--- config.mk ---
export PLATFORM = sky130hd
export DESIGN_NAME = uart_rx_ovs_flat
export DESIGN_NICKNAME = d
export VERILOG_FILES = /design/src/rtl/uart_pkg.sv /design/src/rtl/uart_rx_ovs_if.sv /design/src/rtl/uart_rx_sampler.sv /design/src/rtl/uart_rx_ovs.sv /design/src/flat_wrapper.sv
export SDC_FILE = /design/constraint.sdc
export NUM_CORES = 1
export LEC_CHECK = 0
export ABC_AREA = 1
export BUFFER_PORTS_ARGS = -buffer_cell sky130_fd_sc_hd__buf_2
export CELL_PAD_IN_SITES_DETAIL_PLACEMENT = 1
export CELL_PAD_IN_SITES_GLOBAL_PLACEMENT = 2
export CORE_ASPECT_RATIO = 0.5
export CORE_UTILIZATION = 36
export CTS_CLUSTER_DIAMETER = 30
export CTS_CLUSTER_SIZE = 28
export DETAILED_ROUTE_END_ITERATION = 6
export GPL_ROUTABILITY_DRIVEN = 0
export GPL_TIMING_DRIVEN = 0
export HOLD_SLACK_MARGIN = 0.1
export PLACE_DENSITY = 0.89
export SLEW_MARGIN = 20
export SYNTH_ARGS = -nofsm -noshare
export SYNTH_HDL_FRONTEND = slang
export SYNTH_SLANG_ARGS = --single-unit
--- constraint.sdc ---
create_clock -name iCLK -period 1.9 [get_ports iCLK]
set_input_delay 0.095 -clock iCLK [delete_from_list [all_inputs] [get_ports iCLK]]
set_output_delay 0.095 -clock iCLK [all_outputs]
set_load 0.05 [all_outputs]
--- src/rtl/uart_pkg.sv ---
// uart_pkg: shared types and constants for the oversampling UART receiver
//   rx_state_t  receiver FSM encoding
//   clamp_bits  maps an out-of-range frame length to the configured maximum
package uart_pkg;
  typedef enum logic [2:0] {IDLE, START, DATA, PARITY, STOP, BRK_WAIT} rx_state_t;
  localparam int DATA_W_MIN = 5;
  localparam int DATA_W_MAX = 9;
  localparam int OVS_LO = 8;
  localparam int OVS_HI = 16;
  function automatic logic [3:0] clamp_bits(input logic [3:0] n, input int max_w);
    return (n < 4'(DATA_W_MIN) || n > 4'(max_w)) ? 4'(max_w) : n;
  endfunction
endpackage

--- src/rtl/uart_rx_ovs_if.sv ---
// uart_rx_ovs_if: received-frame bus from the receiver to the APB UART register block
//   oRX_DATA   right-aligned received word
//   oRX_VALID  one-cycle frame strobe
//   oPAR_ERR, oFRM_ERR, oBREAK  status, qualified by oRX_VALID
//   oBUSY      receiver not idle
interface uart_rx_ovs_if #(parameter int DATA_W = 8);
  logic [DATA_W-1:0] oRX_DATA;
  logic oRX_VALID;
  logic oPAR_ERR;
  logic oFRM_ERR;
  logic oBREAK;
  logic oBUSY;
  modport master(output oRX_DATA, oRX_VALID, oPAR_ERR, oFRM_ERR, oBREAK, oBUSY);
  modport slave(input oRX_DATA, oRX_VALID, oPAR_ERR, oFRM_ERR, oBREAK, oBUSY);
endinterface

--- src/rtl/uart_rx_sampler.sv ---
// uart_rx_sampler: line synchroniser, start-edge detect, tick counter and mid-bit majority vote
//   iCLK, iRESETn  clock, asynchronous active-low reset
//   iUART_RX       asynchronous serial line
//   iRX_TICK       oversampling tick
//   clr            restart the bit timer (start edge accepted)
//   rx_s           synchronised line
//   start_edge     falling edge on the synchronised line
//   bit_val        majority of the three mid-bit samples, valid with bit_rdy
//   bit_rdy        voting tick strobe
//   bit_end        last tick of the bit strobe
module uart_rx_sampler #(parameter int OVS = 16) (
  input  logic iCLK,
  input  logic iRESETn,
  input  logic iUART_RX,
  input  logic iRX_TICK,
  input  logic clr,
  output logic rx_s,
  output logic start_edge,
  output logic bit_val,
  output logic bit_rdy,
  output logic bit_end
);
  localparam int CW = $clog2(OVS);
  localparam logic [CW-1:0] T_LO = CW'(OVS / 2 - 1);
  localparam logic [CW-1:0] T_MID = CW'(OVS / 2);
  localparam logic [CW-1:0] T_HI = CW'(OVS / 2 + 1);
  localparam logic [CW-1:0] T_END = CW'(OVS - 1);
  logic rx_m, rx_d, s_lo, s_mid;
  logic [CW-1:0] tick_cnt;
  // Synchroniser resets low so a line already low at reset release shows no falling edge.
  always_ff @(posedge iCLK or negedge iRESETn)
    if (!iRESETn) begin
      {rx_m, rx_s, rx_d, s_lo, s_mid} <= '0;
      tick_cnt <= '0;
    end else begin
      rx_m <= iUART_RX;
      rx_s <= rx_m;
      rx_d <= rx_s;
      if (iRX_TICK && tick_cnt == T_LO) s_lo <= rx_s;
      if (iRX_TICK && tick_cnt == T_MID) s_mid <= rx_s;
      // A tick coinciding with the start edge is tick 0 of the start bit.
      if (clr) tick_cnt <= CW'(iRX_TICK);
      else if (iRX_TICK) tick_cnt <= tick_cnt == T_END ? '0 : tick_cnt + CW'(1);
    end
  assign start_edge = rx_d & ~rx_s;
  assign bit_val = (s_lo & s_mid) | (s_lo & rx_s) | (s_mid & rx_s);
  assign bit_rdy = iRX_TICK & (tick_cnt == T_HI);
  assign bit_end = iRX_TICK & (tick_cnt == T_END);
endmodule

--- src/rtl/uart_rx_ovs.sv ---
// uart_rx_ovs: oversampling UART receiver, 5..DATA_W data bits, optional parity, 1 or 2 stop bits
//   iCLK, iRESETn   clock, asynchronous active-low reset
//   iUART_RX        serial line, idle high
//   iRX_TICK        OVS x baud tick
//   iDATA_BITS, iPAR_EN, iPAR_ODD, iSTOP2  frame format, latched at the start edge
//   rx              received-frame bus (data, strobe, parity/framing/break, busy)
module uart_rx_ovs
  import uart_pkg::*;
#(
  parameter int DATA_W = 8,
  parameter int OVS = 16
) (
  input  logic iCLK,
  input  logic iRESETn,
  input  logic iUART_RX,
  input  logic iRX_TICK,
  input  logic [3:0] iDATA_BITS,
  input  logic iPAR_EN,
  input  logic iPAR_ODD,
  input  logic iSTOP2,
  uart_rx_ovs_if.master rx
);
  localparam logic [3:0] DW4 = 4'(DATA_W);
  rx_state_t state;
  logic rx_s, start_edge, bit_val, bit_rdy, bit_end;
  logic [3:0] nbits, bit_idx;
  logic [DATA_W-1:0] sh;
  logic par_en, par_odd, stop2, par_err, frm_err, par_bit, stop0, stop_idx;
  logic last_stop, frm_now, brk_now;
  uart_rx_sampler #(.OVS(OVS)) u_sampler (
    .iCLK(iCLK),
    .iRESETn(iRESETn),
    .iUART_RX(iUART_RX),
    .iRX_TICK(iRX_TICK),
    .clr(state == IDLE && start_edge),
    .rx_s(rx_s),
    .start_edge(start_edge),
    .bit_val(bit_val),
    .bit_rdy(bit_rdy),
    .bit_end(bit_end)
  );
  assign last_stop = stop_idx == stop2;
  assign frm_now = frm_err | ~bit_val;
  // Break looks only at the first stop bit; on a single-stop frame that is the bit being voted now.
  assign brk_now = sh == '0 && !(par_en && par_bit) && (stop_idx ? !stop0 : !bit_val);
  assign rx.oBUSY = state != IDLE;
  always_ff @(posedge iCLK or negedge iRESETn)
    if (!iRESETn) begin
      state <= IDLE;
      nbits <= '0;
      bit_idx <= '0;
      sh <= '0;
      {par_en, par_odd, stop2, par_err, frm_err, par_bit, stop0, stop_idx} <= '0;
      rx.oRX_DATA <= '0;
      {rx.oRX_VALID, rx.oPAR_ERR, rx.oFRM_ERR, rx.oBREAK} <= '0;
    end else begin
      {rx.oRX_VALID, rx.oPAR_ERR, rx.oFRM_ERR, rx.oBREAK} <= '0;
      case (state)
        IDLE: if (start_edge) begin
          nbits <= clamp_bits(iDATA_BITS, DATA_W);
          par_en <= iPAR_EN;
          par_odd <= iPAR_ODD;
          stop2 <= iSTOP2;
          bit_idx <= '0;
          sh <= '0;
          {par_err, frm_err, par_bit, stop0, stop_idx} <= '0;
          state <= START;
        end
        START: if (bit_rdy && bit_val) state <= IDLE;
          else if (bit_end) state <= DATA;
        DATA: begin
          // Bits enter at the MSB; the word is right-aligned when it is delivered.
          if (bit_rdy) sh <= {bit_val, sh[DATA_W-1:1]};
          if (bit_end) begin
            bit_idx <= bit_idx + 4'd1;
            if (bit_idx == nbits - 4'd1) state <= par_en ? PARITY : STOP;
          end
        end
        PARITY: begin
          if (bit_rdy) begin
            par_bit <= bit_val;
            par_err <= bit_val != (^sh ^ par_odd);
          end
          if (bit_end) state <= STOP;
        end
        STOP: begin
          if (bit_rdy) begin
            if (!stop_idx) stop0 <= bit_val;
            frm_err <= frm_now;
            if (last_stop) begin
              rx.oRX_VALID <= 1'b1;
              rx.oRX_DATA <= sh >> (DW4 - nbits);
              rx.oPAR_ERR <= par_err;
              rx.oFRM_ERR <= frm_now;
              rx.oBREAK <= brk_now;
              state <= brk_now ? BRK_WAIT : IDLE;
            end
          end
          if (bit_end) stop_idx <= 1'b1;
        end
        BRK_WAIT: if (rx_s) state <= IDLE;
        default: state <= IDLE;
      endcase
    end
endmodule

--- src/flat_wrapper.sv ---
// flat-port wrapper written by rule: the top's interface ports become plain ports
module uart_rx_ovs_flat import uart_pkg::*;
#(
  parameter int DATA_W = 8,
  parameter int OVS = 16
)
  (iCLK, iRESETn, iUART_RX, iRX_TICK, iDATA_BITS, iPAR_EN, iPAR_ODD, iSTOP2, rx_oRX_DATA, rx_oRX_VALID, rx_oPAR_ERR, rx_oFRM_ERR, rx_oBREAK, rx_oBUSY);
  uart_rx_ovs_if #(.DATA_W(DATA_W)) rx_i ();
  input  logic iCLK;
  input  logic iRESETn;
  input  logic iUART_RX;
  input  logic iRX_TICK;
  input  logic [3:0] iDATA_BITS;
  input  logic iPAR_EN;
  input  logic iPAR_ODD;
  input  logic iSTOP2;
  output wire logic [$bits(rx_i.oRX_DATA)-1:0] rx_oRX_DATA;
  output wire logic [$bits(rx_i.oRX_VALID)-1:0] rx_oRX_VALID;
  output wire logic [$bits(rx_i.oPAR_ERR)-1:0] rx_oPAR_ERR;
  output wire logic [$bits(rx_i.oFRM_ERR)-1:0] rx_oFRM_ERR;
  output wire logic [$bits(rx_i.oBREAK)-1:0] rx_oBREAK;
  output wire logic [$bits(rx_i.oBUSY)-1:0] rx_oBUSY;
  assign rx_oRX_DATA = rx_i.oRX_DATA;
  assign rx_oRX_VALID = rx_i.oRX_VALID;
  assign rx_oPAR_ERR = rx_i.oPAR_ERR;
  assign rx_oFRM_ERR = rx_i.oFRM_ERR;
  assign rx_oBREAK = rx_i.oBREAK;
  assign rx_oBUSY = rx_i.oBUSY;
  uart_rx_ovs #(.DATA_W(DATA_W), .OVS(OVS)) u_core (.iCLK(iCLK), .iRESETn(iRESETn), .iUART_RX(iUART_RX), .iRX_TICK(iRX_TICK), .iDATA_BITS(iDATA_BITS), .iPAR_EN(iPAR_EN), .iPAR_ODD(iPAR_ODD), .iSTOP2(iSTOP2), .rx(rx_i));
endmodule
Yosys cells after proc, flatten, opt, wreduce, memory -nomap -nowiden
Index checks and enable logic that the tools add are counted.

Memory bits (read-only): 0. Output and inout bits: 13. Bits in registers: 48. Logic and storage cells: 141. Memories: 0. Bits in writable memories: 0. Latch bits: 0. Bits of input ports: 11.

Equal/unequal tests: 24. Shift operators: 1. Reduce and logical (&&, ||, !) cells: 28. $add $sub $neg: 4. Muxes and demuxes: 47. Div/mod/pow operators: 0. Multipliers: 0. $lt $le $gt $ge: 2. Bitwise logic cells: 12.

Operators by type and width (count): 2-to-1 mux 3 bit (11); 2-to-1 mux 4 bit (6); 2-to-1 mux 1 bit (20); inequality test 2 x 1 -> 1 bit (second input constant) (9); one-hot mux 3 bit (6 select lines) (1); AND reduction 3 bit (6); 2-to-1 mux 8 bit (2); one-hot mux 8 bit (2 select lines) (1); == test 4 bit (second input constant) (3); one-hot mux 1 bit (2 select lines) (5); adder 4 x 1 -> 4 bit (second input constant) (2); logical NOT 8 bit (1); one-hot mux 4 bit (2 select lines) (1); AND reduction 8 bit (1); nonzero test 2 bit (4); XOR reduction 8 bit (1); right shift 8 x 4 -> 8 bit (1); logical AND 1 bit (7); bitwise AND 1 bit (6); == test 3 x 2 -> 1 bit (second input constant) (2); == test 3 bit (second input constant) (2); == test 4 x 3 -> 1 bit (second input constant) (1); == test 4 bit (1); greater-than comparator 4 bit (second input constant) (1); other kinds (17) (23).

Logic depth before layout (Yosys ltp)
Depth in word-level cells: 10. Depth in mapped cells: 12. Depth with buffers taken out: 12.

Modules after synthesis
A second synthesis with hierarchy kept.

Cells, all modules: 337. Area, all modules: 2700.1 um2.

By module, submodules not included: uart_rx_ovs (instances 1, cells each 290, sequential area each 975.9 um2, area each 2257.2 um2); uart_rx_sampler (instances 1, cells each 47, sequential area each 225.2 um2, area each 442.9 um2).

Worst setup path after synthesis
No wires, ideal clock.

Path type: flip-flop to flip-flop. Start point: reg u_core.nbits[0]. End point: reg u_core.state[1]. Period minus slack after synthesis: 1.685 ns. Buffers on the path: 1. Cell stages (with the launch flop): 13. Library setup time: 0.117 ns. Data required time: 1.783 ns. Arrival time: 1.568 ns. Path slack: 0.215 ns. Cells stage by stage: dfrtp_1 inv_2 ha_1 buf_2 nor2_1 nor2_1 nand2_1 nor2_1 nand3_1 nand2_1 nand3_1 nand2_1 nand2_1.

Cells in the longest elaborated chain, start to end: 4.

RTL lines: start: declaration (line uart_rx_ovs.sv:26) `logic [3:0] nbits, bit_idx;`; start signal: assignment (line uart_rx_ovs.sv:60) `nbits <= clamp_bits(iDATA_BITS, DATA_W);`; subtractor 4 x 1 -> 4 bit (line uart_rx_ovs.sv:76) `if (bit_idx == nbits - 4'd1) state <= par_en ? PARITY : STOP;`; == test 4 bit (line uart_rx_ovs.sv:76); inequality test 2 x 1 -> 1 bit (no line); AND reduction 8 bit (no line); end signal: assignment (line uart_rx_ovs.sv:76); end signal: assignment (line uart_rx_ovs.sv:96) `state <= brk_now ? BRK_WAIT : IDLE;`; end: declaration (line uart_rx_ovs.sv:24) `rx_state_t state;`.

Every way passes these cells. A chain may end at the register's enable or synchronous reset.

Final worst setup path
Same ends and word-level chain as after synthesis.

==> results.json <==
{
  "num-fill-cells": 905,
  "start_kind": "flop",
  "path_class": "reg -> reg",
  "cts_inserted_buffers": 5,
  "netlist_area_um2": 2760,
  "clkSinkCount": 48,
  "synth_seq_cells": 48,
  "drtPass1Iterations": 4,
  "synth_edf_count": 0,
  "initialDrtViolationCount": 71,
  "leakage_nw": 1.66,
  "cts_max_path_buffers": 2,
  "track_usage_pct": 18.8,
  "instances_no_fill": 474,
  "routedWlPerCell_um": 14.8,
  "nNetsFinal": 399,
  "overflow": 0,
  "outcome": "completed",
  "drive_above_1_share_pct": 24.1,
  "synth_fp_nets": 358,
  "cp.arrival_ns": 1.98,
  "path_max_fanout": 10,
  "grt_antenna_before_repair": 0,
  "tightest_slew_ns": 0.637,
  "setup_viol": 0,
  "synth.avg_cell_area_um2": 8.19,
  "endpoint_kind": "flop",
  "synth_xor_area_share_pct": 2.18,
  "slew_violations": 0,
  "syn2layout_area_growth_pct": 20.2,
  "ys_warn_count": 0,
  "wl_mm": 7.02,
  "clk_pin_slew_worst_paths_ns": 0.07,
  "holdWs_ns": 0.0960,
  "initial_core_util_pct": 37.4,
  "die_w_um": 126,
  "synth_compound_area_share_pct": 13.4,
  "portBuffers": 23,
  "top_level_ports": 24,
  "finalCritPeriodShare_pct": 92.2,
  "drv_cap": 0,
  "clkLatencyLatePin_ns": 0.29,
  "final.setup.tns_ns": 0,
  "core_um2": 7380,
  "cts-root-buf": "clkbuf_16",
  "die_height_um": 63.9,
  "dp.final_hpwl_mm": 5.24,
  "hold_path.class": "in -> reg",
  "vdd_drop_max_mv": 0.491,
  "synth_seq_area_share_pct": 43.5,
  "required_ns": 2.12,
  "grt_pass1_vias": 2483,
  "h-tree-depth": 2,
  "num_rows": 22,
  "final_antenna_net_count": 0,
  "timing.fmax_mhz": 571,
  "viasPerCell": 4.92,
  "num_antenna_cells": 0,
  "async_flop_share_pct": 100,
  "muxShareOfSynthArea_pct": 0,
  "via_count": 2330,
  "hold_viol": 0,
  "drc": 0,
  "synth_adder_area_share_pct": 4.54,
  "synth-simple-area-share_pct": 27.7,
  "cts_tree": "done",
  "final_util_pct": 44.9,
  "grt_pass1_wl_mm": 11.8,
  "slew_headroom_pct": 57.5,
  "synth_cell_type_count": 41,
  "syn_inst": 337,
  "min_period_ns": 1.75,
  "synth_top_family_by_area": "simple AND/OR/NAND/NOR gates",
  "grt_max_degree": 49,
  "fin_worst_skew_ns": 0.00637,
  "power_mw": 4.76,
  "synthFlopType": "dfrtp_1",
  "dieArea_um2": 8040,
  "dp.cells": 456,
  "power.density_nw_per_um2": 1440
}
layer usage:
| layer | GRT usage, % | share of wire [%] | vias up | wire, um |
|---|---|---|---|---|
| li1 | - | - | 1165 | - |
| met1 | 23.2 | 47 | 1137 | 3330 |
| met2 | 34.6 | 50 | 23 | 3490 |
| met3 | 3.69 | 2.2 | 5 | 154 |
| met4 | 3.16 | 0.54 | 0 | 38 |
| met5 | 0 | 0 | - | 0 |
cells in the mapped netlist, types with 6 or more instances:
master   instances  area, um2
o22ai_1          9       56.3
ha_1            10        125
nand2_2          6       37.5
inv_2            9       33.8
a21oi_1         11       55.1
nand3_1         17       85.1
nor2_1          22       82.6
inv_1           39        146
o21ai_0         23        115
dfrtp_1         48       1200
nand2_1         86        323
sequential cells by signal, indices dropped and copies added, names as in the netlist, 3 cells and up:
signal                     flops
u_core.state                   3
u_core.u_sampler.tick_cnt      4
u_core.bit_idx                 4
u_core.nbits                   4
u_core.rx.oRX_DATA             8
u_core.sh                      8
report_power, final:
| group | switching (mW) | total, mW | internal, mW |
|---|---|---|---|
| combinational | 1.42 | 2.21 | 0.791 |
| sequential | 0.218 | 1.43 | 1.21 |
| clock | 0.384 | 1.13 | 0.747 |
worst max-delay path, stage by stage, from the launching register on:
cell and delay [ns]:
dfrtp_1 0.40, clkinv_4 0.10, ha_4 0.27, buf_6 0.12
nor2_1 0.05, nor2_1 0.08, nand2_1 0.06, nor2_2 0.11
nand3_2 0.11, nand2_2 0.09, buf_4 0.12, nand3_1 0.08
nand2_1 0.08
final timing paths:
path                                                 start                                 to  slack, ns  cells past startpoint
max in group asynchronous                          iRESETn    u_core.u_sampler.rx_d$_DFF_PN0_       1.09                      2
setup / recovery               u_core.nbits[0]$_DFFE_PN0P_        u_core.state[1]$_DFFE_PN0P_       0.15                     12
min in group asynchronous                          iRESETn  u_core.rx.oRX_DATA[1]$_DFFE_PN0P_       0.37                      2
hold reg to reg            u_core.u_sampler.rx_m$_DFF_PN0_    u_core.u_sampler.rx_s$_DFF_PN0_       0.36                      0
setup reg to reg               u_core.nbits[0]$_DFFE_PN0P_        u_core.state[1]$_DFFE_PN0P_       0.15                     12
hold / removal                                     iPAR_EN          u_core.par_en$_DFFE_PN0P_        0.1                      3
cell type report:
type / instances / area (um2) / area share, %
flip-flops and latches: 48 / 1200 / 36.2
clock buffers: 5 / 125 / 3.77
well taps: 96 / 120 / 3.62
plain buffers: 4 / 35.0 / 1.06
clock inverters: 2 / 60.1 / 1.81
repair buffers: 34 / 210 / 6.34
multi-input cells: 232 / 1350 / 40.6
inverters: 53 / 216 / 6.53
through the flow:
step | instance area (um2) | worst slack, ns
after CTS | 3240 | 0.0132
after detailed placement | 2990 | -0.193
final | 3320 | 0.149
after floorplan | 2760 | 0.215
after global placement | 2990 | -0.142
after global routing | 3320 | -0.00920
repair_timing:
item | in CTS | in global routing
pin swaps | 1 | 4
buffers inserted | 2 | 5
setup endpoints to repair | 3 | 5
resized for setup | 2 | 8
hold endpoints to repair | 51 | 0
hold buffers | 4 | 0
logic make-up (layout without fill, tap and decap cells):
logic type,Yosys count,after routing
AND/OR/NAND/NOR,155,155
XOR/XNOR,6,6
flip-flops,48,48
AO/OA/AOI/OAI,61,61
adder cells (fa/ha/maj),10,10
buffers and inverters,57,98
cells in the final DEF, fill, tap and decap left out, drive strengths merged, types with 6 or more instances in the layout:
cell,netlist,final
o22ai,9,9
buf,4,34
nor2,31,31
o21ai,27,27
nand2,96,96
nor3,6,6
inv,50,49
dfrtp,48,48
ha,10,10
a21oi,12,12
nand3,18,18
(Power assumes the default switching activity.)
